==> src/rtl/spi_script_sequencer.sv <==
// spi_script_sequencer
//   Walks a command script held in an external synchronous ROM and sends each
//   entry as one SPI transaction over the busy/activate handshake. Each entry
//   can add a post-delay. The sequencer waits a power-up interval after reset
//   and also supports delay-only entries, looping, abort and a timeout on the
//   busy handshake.
//
// Ports
//   clk, reset          system clock, synchronous active-high reset
//   start               runs the script from entry 0 (sampled only in S_IDLE)
//   abort               stop once the current transaction/delay completes
//   running             high while a script is executing
//   done                one-cycle pulse on normal completion
//   error               sticky busy-handshake timeout flag
//   step                index of the current entry
//   rom_addr            script ROM address (read latency 1 cycle)
//   rom_data/count/cs/delay/last   script entry fields
//                       (rom_count == 0 marks a delay-only entry)
//   busy                handshake from the SPI controller
//   activate, in_cs, out_data, out_count   request to the SPI controller
module spi_script_sequencer #(
  parameter int OUT_BYTES       = 5,
  parameter int OUT_BYTES_SZ    = $clog2(OUT_BYTES + 1),
  parameter int NUM_SELECTS     = 1,
  parameter int ADDR_W          = 6,
  parameter int DELAY_W         = 24,
  parameter int POWER_UP_CYCLES = 50_000_000,
  parameter int AUTO_START      = 1,
  parameter int LOOP            = 0,
  parameter int LOOP_START      = 0,
  parameter int BUSY_TIMEOUT    = 1024
) (
  input  logic                     clk,
  input  logic                     reset,
  input  logic                     start,
  input  logic                     abort,
  output logic                     running,
  output logic                     done,
  output logic                     error,
  output logic [ADDR_W-1:0]        step,
  output logic [ADDR_W-1:0]        rom_addr,
  input  logic [8*OUT_BYTES-1:0]   rom_data,
  input  logic [OUT_BYTES_SZ-1:0]  rom_count,
  input  logic [NUM_SELECTS-1:0]   rom_cs,
  input  logic [DELAY_W-1:0]       rom_delay,
  input  logic                     rom_last,
  input  logic                     busy,
  output logic                     activate,
  output logic [NUM_SELECTS-1:0]   in_cs,
  output logic [8*OUT_BYTES-1:0]   out_data,
  output logic [OUT_BYTES_SZ-1:0]  out_count
);

  localparam int PU_W = (POWER_UP_CYCLES < 2) ? 1 : $clog2(POWER_UP_CYCLES + 1);
  // The timeout counter only needs to reach BUSY_TIMEOUT-1.
  localparam int TO_W = (BUSY_TIMEOUT < 2) ? 1 : $clog2(BUSY_TIMEOUT);

  typedef enum logic [2:0] {
    S_POWER_UP,
    S_IDLE,
    S_FETCH,
    S_LATCH,
    S_SEND,
    S_AWAIT,
    S_DELAY
  } state_t;

  state_t              state_q, state_d;
  logic [PU_W-1:0]     pu_cnt;
  logic [TO_W-1:0]     to_cnt;
  logic [DELAY_W-1:0]  dly_cnt;
  logic                last_q;
  logic                busy_seen;
  logic                abort_q;
  logic                busy_tmo;
  logic                dly_done;

  // Next state and decoded events
  always_comb begin
    state_d  = state_q;
    busy_tmo = 1'b0;
    dly_done = 1'b0;
    running  = (state_q != S_IDLE) && (state_q != S_POWER_UP);
    rom_addr = step;
    case (state_q)
      S_POWER_UP: if (pu_cnt <= PU_W'(1)) state_d = (AUTO_START != 0) ? S_FETCH : S_IDLE;
      S_IDLE:     if (start) state_d = S_FETCH;
      S_FETCH:    state_d = S_LATCH;
      S_LATCH:    state_d = (rom_count == '0) ? S_DELAY : S_SEND;
      S_SEND:     if (!busy) state_d = S_AWAIT;
      S_AWAIT: begin
        if (busy_seen) begin
          if (!busy) state_d = S_DELAY;
        end else if (!busy && to_cnt == TO_W'(BUSY_TIMEOUT - 1)) begin
          // A busy rise on the expiry cycle still counts as a response.
          busy_tmo = 1'b1;
          state_d  = S_IDLE;
        end
      end
      S_DELAY: begin
        if (dly_cnt == '0) begin
          dly_done = 1'b1;
          if (abort_q || (last_q && LOOP == 0)) state_d = S_IDLE;
          else                                  state_d = S_FETCH;
        end
      end
      default: state_d = S_POWER_UP;
    endcase
  end

  always_ff @(posedge clk) begin
    if (reset) state_q <= S_POWER_UP;
    else       state_q <= state_d;
  end

  // Datapath registers
  always_ff @(posedge clk) begin
    if (reset) begin
      pu_cnt    <= PU_W'(POWER_UP_CYCLES);
      to_cnt    <= '0;
      dly_cnt   <= '0;
      last_q    <= 1'b0;
      busy_seen <= 1'b0;
      abort_q   <= 1'b0;
      done      <= 1'b0;
      error     <= 1'b0;
      step      <= '0;
      activate  <= 1'b0;
      in_cs     <= '0;
      out_data  <= '0;
      out_count <= '0;
    end else begin
      done <= 1'b0;

      // Abort is remembered until the script returns to idle. It is ignored
      // during power-up and in idle, except when it coincides with start.
      if (state_q != S_IDLE && state_d == S_IDLE)
        abort_q <= 1'b0;
      else if (abort && state_q != S_POWER_UP && (state_q != S_IDLE || start))
        abort_q <= 1'b1;

      case (state_q)
        S_POWER_UP: begin
          if (pu_cnt != '0) pu_cnt <= pu_cnt - PU_W'(1);
          if (state_d == S_FETCH) step <= '0;
        end
        S_IDLE: begin
          if (start) begin
            error <= 1'b0;
            step  <= '0;
          end
        end
        S_LATCH: begin
          out_data  <= rom_data;
          out_count <= rom_count;
          in_cs     <= rom_cs;
          dly_cnt   <= rom_delay;
          last_q    <= rom_last;
        end
        S_SEND: begin
          if (!busy) begin
            activate  <= 1'b1;
            to_cnt    <= '0;
            busy_seen <= 1'b0;
          end
        end
        S_AWAIT: begin
          if (!busy_seen) begin
            if (busy) begin
              busy_seen <= 1'b1;
              activate  <= 1'b0;
            end else if (busy_tmo) begin
              activate <= 1'b0;
              error    <= 1'b1;
            end else begin
              to_cnt <= to_cnt + TO_W'(1);
            end
          end
        end
        S_DELAY: begin
          if (!dly_done) begin
            dly_cnt <= dly_cnt - DELAY_W'(1);
          end else if (!abort_q) begin
            // The step counter wraps naturally at 2^ADDR_W.
            if (!last_q)        step <= step + ADDR_W'(1);
            else if (LOOP != 0) step <= ADDR_W'(LOOP_START);
            else                done <= 1'b1;
          end
        end
        default: ;
      endcase
    end
  end

endmodule

==> config.mk <==
export PLATFORM = sky130hd
export DESIGN_NAME = spi_script_sequencer
export DESIGN_NICKNAME = d
export VERILOG_FILES = /design/src/rtl/spi_script_sequencer.sv
export SDC_FILE = /design/constraint.sdc
export NUM_CORES = 1
export LEC_CHECK = 0
export CELL_PAD_IN_SITES_DETAIL_PLACEMENT = 0
export CELL_PAD_IN_SITES_GLOBAL_PLACEMENT = 1
export CORE_MARGIN = 1.5
export CORE_UTILIZATION = 36
export DETAILED_ROUTE_END_ITERATION = 16
export GPL_ROUTABILITY_DRIVEN = 1
export PLACE_DENSITY = 0.78
export SETUP_SLACK_MARGIN = 0.1
export SYNTH_ARGS = -nofsm -noshare
export SYNTH_HDL_FRONTEND = slang
export SYNTH_SLANG_ARGS = --single-unit
==> constraint.sdc <==
create_clock -name clk -period 2.69 [get_ports clk]
set_input_delay 0.807 -clock clk [delete_from_list [all_inputs] [get_ports clk]]
set_output_delay 0.807 -clock clk [all_outputs]
set_load 0.02 [all_outputs]
==> results of run 1 <==
[repair_timing]
action | 4_1_cts | 5_1_grt
endpoints found under the setup margin | 1 | 1
resized for setup | 1 | 1
endpoints found under the hold margin | 0 | 0
[per-layer routing]
metal  routed length [µm]  global-route usage  part of all wire
met1                 6740               0.228              0.44
met2                 7210               0.312              0.47
met3                 1120              0.0739             0.074
met4                  147              0.0608            0.0097
met5                    0                   0                 0
[area by class of cell]
type	instances	area (µm²)
Fill cell	1425	7390
Multi-Input combinational cell	541	3010
Sequential cell	119	2380
Timing Repair Buffer	150	1480
Clock buffer	24	512
Tap cell	188	235
Clock inverter	8	140
Inverter	12	45.0
[cells in the final DEF, fill, tap and decap left out, types with 5 or more instances in the layout]
master and count:
nor4_2 5, nor3_1 19, dfxtp_1 118, clkbuf_8 6
ha_1 6, nand3_1 18, and3_1 7, or3_1 6
clkdlybuf4s50_1 131, a21oi_1 92, o21ai_0 39, nand2b_1 11
xnor2_1 15, clkbuf_16 17, a31oi_1 10, nand3b_1 7
inv_1 11, nand2_1 150, nor4_1 11, a211oi_1 7
nand4_1 5, nor2_1 51, buf_4 16, xor2_1 7
a21o_1 5
[worst reg2reg max path, cell delays in order (launching register included)]
cell,delay (ns)
dfxtp_1,0.35
or4_1,0.68
or4_4,0.48
nand4b_4,0.19
a21oi_2,0.18
or2_1,0.23
mux2i_1,0.21
[kinds of logic after synthesis]
kind of cell / synth area share
compound gates: 0.195
xor+xnor: 0.0343
fa+ha+maj: 0.0133
buf+inv: 0.0445
flops: 0.424
mux: 0.00356
simple gates: 0.286
[sequential cells by signal, indices dropped and copies added, names as in the netlist]
| name | cells |
|---|---|
| activate | 1 |
| pu_cnt | 26 |
| in_cs | 1 |
| state_q | 3 |
| out_data | 40 |
| dly_cnt | 24 |
| busy_seen | 1 |
| error | 1 |
| done | 1 |
| rom_addr | 6 |
| out_count | 3 |
| abort_q | 1 |
| to_cnt | 10 |
| last_q | 1 |
[report_power, final]
part	internal (mW)	total (mW)	switching, mW	leakage [nW]
logic	0.186	0.331	0.145	1.46
registers	1.80	1.84	0.0323	0.961
clock network	1.69	2.49	0.795	0.326
total	3.68	4.65	0.972	2.74
[how the worst min path moves through the flow]
stage | start | end | slack [ns] | cells after the start
floorplan | last_q$_SDFFE_PP0P_ | done$_SDFF_PP0_ | 0.42 | 2
global placement | out_count[2]$_SDFFE_PP0P_ | out_count[2]$_SDFFE_PP0P_ | 0.44 | 2
detailed placement | out_data[26]$_SDFFE_PP0P_ | out_data[26]$_SDFFE_PP0P_ | 0.45 | 2
CTS | out_data[26]$_SDFFE_PP0P_ | out_data[26]$_SDFFE_PP0P_ | 0.45 | 2
global route | out_data[22]$_SDFFE_PP0P_ | out_data[22]$_SDFFE_PP0P_ | 0.47 | 2
finish | out_data[22]$_SDFFE_PP0P_ | out_data[22]$_SDFFE_PP0P_ | 0.45 | 2
==> metrics.yaml, run 1 <==
start_util: 0.370
status: "complete, no violations"
ir_worst_vdd_mv: 0.426
tightestPinTransition_ns: 0.879
cp-end-kind: "flop"
grtUsageTotal: 0.190
h-tree-depth: 4
place_area_mm2: 0.00716
worstPathMaxFanout: 7
cts_buffers: 17
critPathKind: "reg2reg"
setup_viol: 0
cp_slowest_cell: "or4_1"
die_h_um: 128
drv_slew: 0
hold_violations: 0
pre_cts_ws_ns: 0.115
cts_hold_buf: 0
yosysTopAreaCell: "dfxtp_1"
die_w_um: 128
grt_pass1_vias: 5200
arrival_ns: 2.74
worst_slack_ns: 0.292
dpl.hpwl_um: 10300
p_leak_nw: 2.74
clockBufferDepth: 2
synth_top_area_share: 0.424
timing.hold.ws_ns: 0.452
synth.distinct_cells: 60
max_freq_mhz: 417
area_growth_pct: 38.9
cts.sinks: 119
diodes: 0
cts_tree: "yes"
clk_pin_slew_ns: 0.05
cp.depth: 6
ys_top_cells_by_count: "nand2_1, dfxtp_1, a21oi_1"
critPathMaxStageDelay_ns: 0.68
hold_path.class: "reg2reg"
slew_headroom: 0.412
reg2reg_to: "rom_addr[1]$_SDFFE_PP0P_"
final_util: 0.514
fin_area_mm2: 0.00781
grt_pass1_wl_um: 24900
synth_cells: 718
wl_um: 15200
synth_flop_cell: "dfxtp_1"
startpoint_type: "flop"
cts-root-buf: "clkbuf_16"
r2r_setup_slack_ns: 0.29
yosys_warnings: 0
min_period_ns: 2.40
io_pins: 134
gp_congestion: 0.824
ys_top_cells_by_area: "dfxtp_1, nand2_1, a21oi_1"
crit_start: "pu_cnt[17]$_SDFFE_PP1P_"
required_ns: 3.03
core-area_mm2: 0.0152
finalNonFillerCells: 1042
drive_gt1_frac: 0.0867
power.total_mw: 4.65
num_rows: 45
rr_startpoint: "pu_cnt[17]$_SDFFE_PP1P_"
rr_worst_depth: 6
grt_max_degree: 66
vias: 5436
yosysSeqAreaShare: 0.424
antenna_found_initial: 0
die_area_mm2: 0.0164
routed_via_density: 5.22
cts_setup_buffers: 0
place_inst: 1010
synth_nets: 798
synth.most_common_cell: "nand2_1"
crit_end: "rom_addr[1]$_SDFFE_PP0P_"
rsz0062_at_grt: "false"
period_share: 0.891
max_cap_viol_count: 0
cp_top_family: "simple AND/OR/NAND/NOR gates"
wl_per_cell_um: 14.6
crit_chain: "or4_1 -> or4_4 -> nand4b_4 -> a21oi_2 -> or2_1 -> mux2i_1"
drc: 0
drt_iter0_drc: 274
fin_skew_ns: 0.0101
syn_area_mm2: 0.00562
cp_num_buf_inv: 0
avgSynthCellArea_um2: 7.83
port_buffers: 133
synth_edf_count: 0
nNetsFinal: 921
detail-route-antenna-nets: 0
clock_latency_ns: 0.42
finalSetupTns_ns: 0
synth_seq_cells: 119
async_reset_ff_frac: 0
power.density_mw_per_mm2: 595
overflow: 0
first_pass_iters: 5
No activity file was read; power rests on OpenSTA's default activity.
==> inputs of run 2 (changes only) <==
Settings changed: CORE_MARGIN 1.5 to 5.
==> run 2 against run 1 <==
Net effect: fmax is 3.6% lower; global-route usage is 1.3 points lower; worst setup slack worse by 0.091 ns; hold slack better by 0.00090 ns; flip-flop and latch count stayed put; critical path depth is 3 lower; cell count is 2.5% higher; clock-buffer cell count is 3 lower; die area is 11% higher; first-iteration DRC count is 25% higher; via count is 2.5% higher; combinational power hardly changed; highest routed layer unchanged.
==> metrics.yaml, run 2 (synthesis results as in run 1) <==
status: "complete, no violations"
ir_worst_vdd_mv: 0.484
multi_input_area_mm2: 0.00302
worstPathMaxFanout: 4
gp_congestion: 0.815
grt.busiest_layer: "met2"
whs_endpoint: "out_data[34]$_SDFFE_PP0P_"
dpl.hpwl_um: 11100
startpoint_type: "flop"
critPathKind: "reg2out"
vias: 5573
period_share: 0.925
cts.sinks: 119
regMostFlops: "out_data"
cp_slowest_cell: "clkdlybuf4s50_1"
hold_start: "out_data[34]$_SDFFE_PP0P_"
core-area_mm2: 0.0153
start_util: 0.369
cts-root-buf: "clkbuf_16"
crit_chain: "inv_1 -> nand2_1 -> clkdlybuf4s50_1"
drc: 0
h-tree-depth: 4
hold_depth: 2
grt_pass1_vias: 5342
seq_area_mm2: 0.00238
grt_pass1_wl_um: 26000
rr_startpoint: "pu_cnt[17]$_SDFFE_PP1P_"
p_leak_nw: 2.71
use_met2: 0.287
num_rows: 45
num-fill-cells: 1413
setup_viol: 0
required_ns: 1.88
max_freq_mhz: 402
max_cap_viol_count: 0
wl_per_cell_um: 15.1
overflow: 0
grtUsageTotal: 0.177
area_growth_pct: 39.0
reg2reg_to: "rom_addr[5]$_SDFFE_PP0P_"
place_area_mm2: 0.00720
min_period_ns: 2.49
rsz0062_at_grt: "false"
r2r_setup_slack_ns: 0.30
first_pass_iters: 5
slew_headroom: 0.401
die_h_um: 135
io_pins: 134
critPathMaxStageDelay_ns: 0.64
clk_pin_slew_ns: 0.06
cts_buffers: 17
timing.hold.ws_ns: 0.453
met1_usage: 0.209
place_inst: 1036
rr_worst_depth: 6
fin_skew_ns: 0.00779
routed_via_density: 5.22
detail-route-antenna-nets: 0
power.density_mw_per_mm2: 579
layout_common_cells: "nand2_1, clkdlybuf4s50_1, dfxtp_1, a21oi_1, nor2_1"
hold_violations: 0
cts_resized: 0
finalSetupTns_ns: 0
cts_hold_buf: 0
grt_max_degree: 81
cp-end-kind: "primary output"
top_regs: "out_data (40), pu_cnt (26), dly_cnt (24)"
drive_gt1_frac: 0.0875
diodes: 0
antenna_found_initial: 0
cts_setup_buffers: 0
nNetsFinal: 924
arrival_ns: 1.68
port_buffers: 133
cts_tree: "yes"
clockBufferDepth: 2
wl_um: 16100
drt_iter0_drc: 343
fin_area_mm2: 0.00782
grt_use_met3: 0.0820
clock_latency_ns: 0.43
tightestPinTransition_ns: 0.895
largest_reg_flops: 40
die_area_mm2: 0.0182
die_w_um: 135
drv_slew: 0
final_common_cell: "nand2_1"
finalNonFillerCells: 1068
hold_path.class: "reg2reg"
## run 2: cell types whose count changed in the layout (fill, tap and decap cells not counted), sizes merged
cell / before / now
bufinv: 4 / 3
clkdlybuf4s50: 131 / 132
clkinv: 5 / 6
clkinvlp: 0 / 3
clkbuf: 24 / 21
dlymetal6s2s: 1 / 0
buf: 18 / 21
## run 2: routing by layer
| metal | wire, µm | vias to the layer above |
|---|---|---|
| li1 | - | 2756 |
| met1 | 6950 | 2598 |
| met3 | 1510 | 19 |
| met4 | 235 | 0 |
| met2 | 7430 | 200 |
| met5 | 0 | - |
## run 2: cell type report
class                      count  share of cell area
clock buffer                  21              0.0589
clock inverter                11              0.0191
inverter                      12             0.00576
multi-input combinational    541               0.387
sequential                   119               0.305
tap                          211              0.0338
timing repair buffer         153               0.191
## run 2: worst max-delay path, delay by kind of cell (launching register included)
family        cells  cell delay [ns]
buf+inv           2             0.74
simple gates      1             0.19
flops             1             0.33
## run 2: through the flow
step                utilization  total power, mW  worst slack, ns
finish                    0.512             4.52            0.202
global route              0.512             4.69            0.134
CTS                       0.512             4.57            0.184
detailed placement        0.472             2.21           0.0915
global placement          0.472             2.19            0.132
floorplan                     -             2.05            0.490
## run 2: worst max path at each step
stage | startpoint | end | slack, ns | cells after the start
2_1_floorplan | pu_cnt[17]$_SDFFE_PP1P_ | rom_addr[1]$_SDFFE_PP0P_ | 0.49 | 8
3_3_place_gp | busy | to_cnt[9]$_SDFFE_PP0P_ | 0.13 | 8
3_5_place_dp | busy | abort_q$_SDFFE_PP0P_ | 0.09 | 6
4_1_cts | state_q[1]$_SDFF_PP0_ | running | 0.18 | 3
5_1_grt | dly_cnt[2]$_SDFFE_PP0P_ | rom_addr[5]$_SDFFE_PP0P_ | 0.13 | 6
6_report | state_q[1]$_SDFF_PP0_ | running | 0.20 | 3
## run 2: where the power goes
| group | total (mW) | switching, mW | internal (mW) |
|---|---|---|---|
| sequential | 1.83 | 0.0320 | 1.80 |
| clock | 2.35 | 0.848 | 1.50 |
| combinational | 0.334 | 0.149 | 0.185 |
| total | 4.52 | 1.03 | 3.49 |
==> inputs of run 3 (changes only) <==
Settings changed: ABC_CLOCK_PERIOD_IN_PS set to 2690, GPL_ROUTABILITY_DRIVEN 1 to not set.
==> results of run 3 <==
The final DEF is identical to that of run 2; final timing and power are the same.
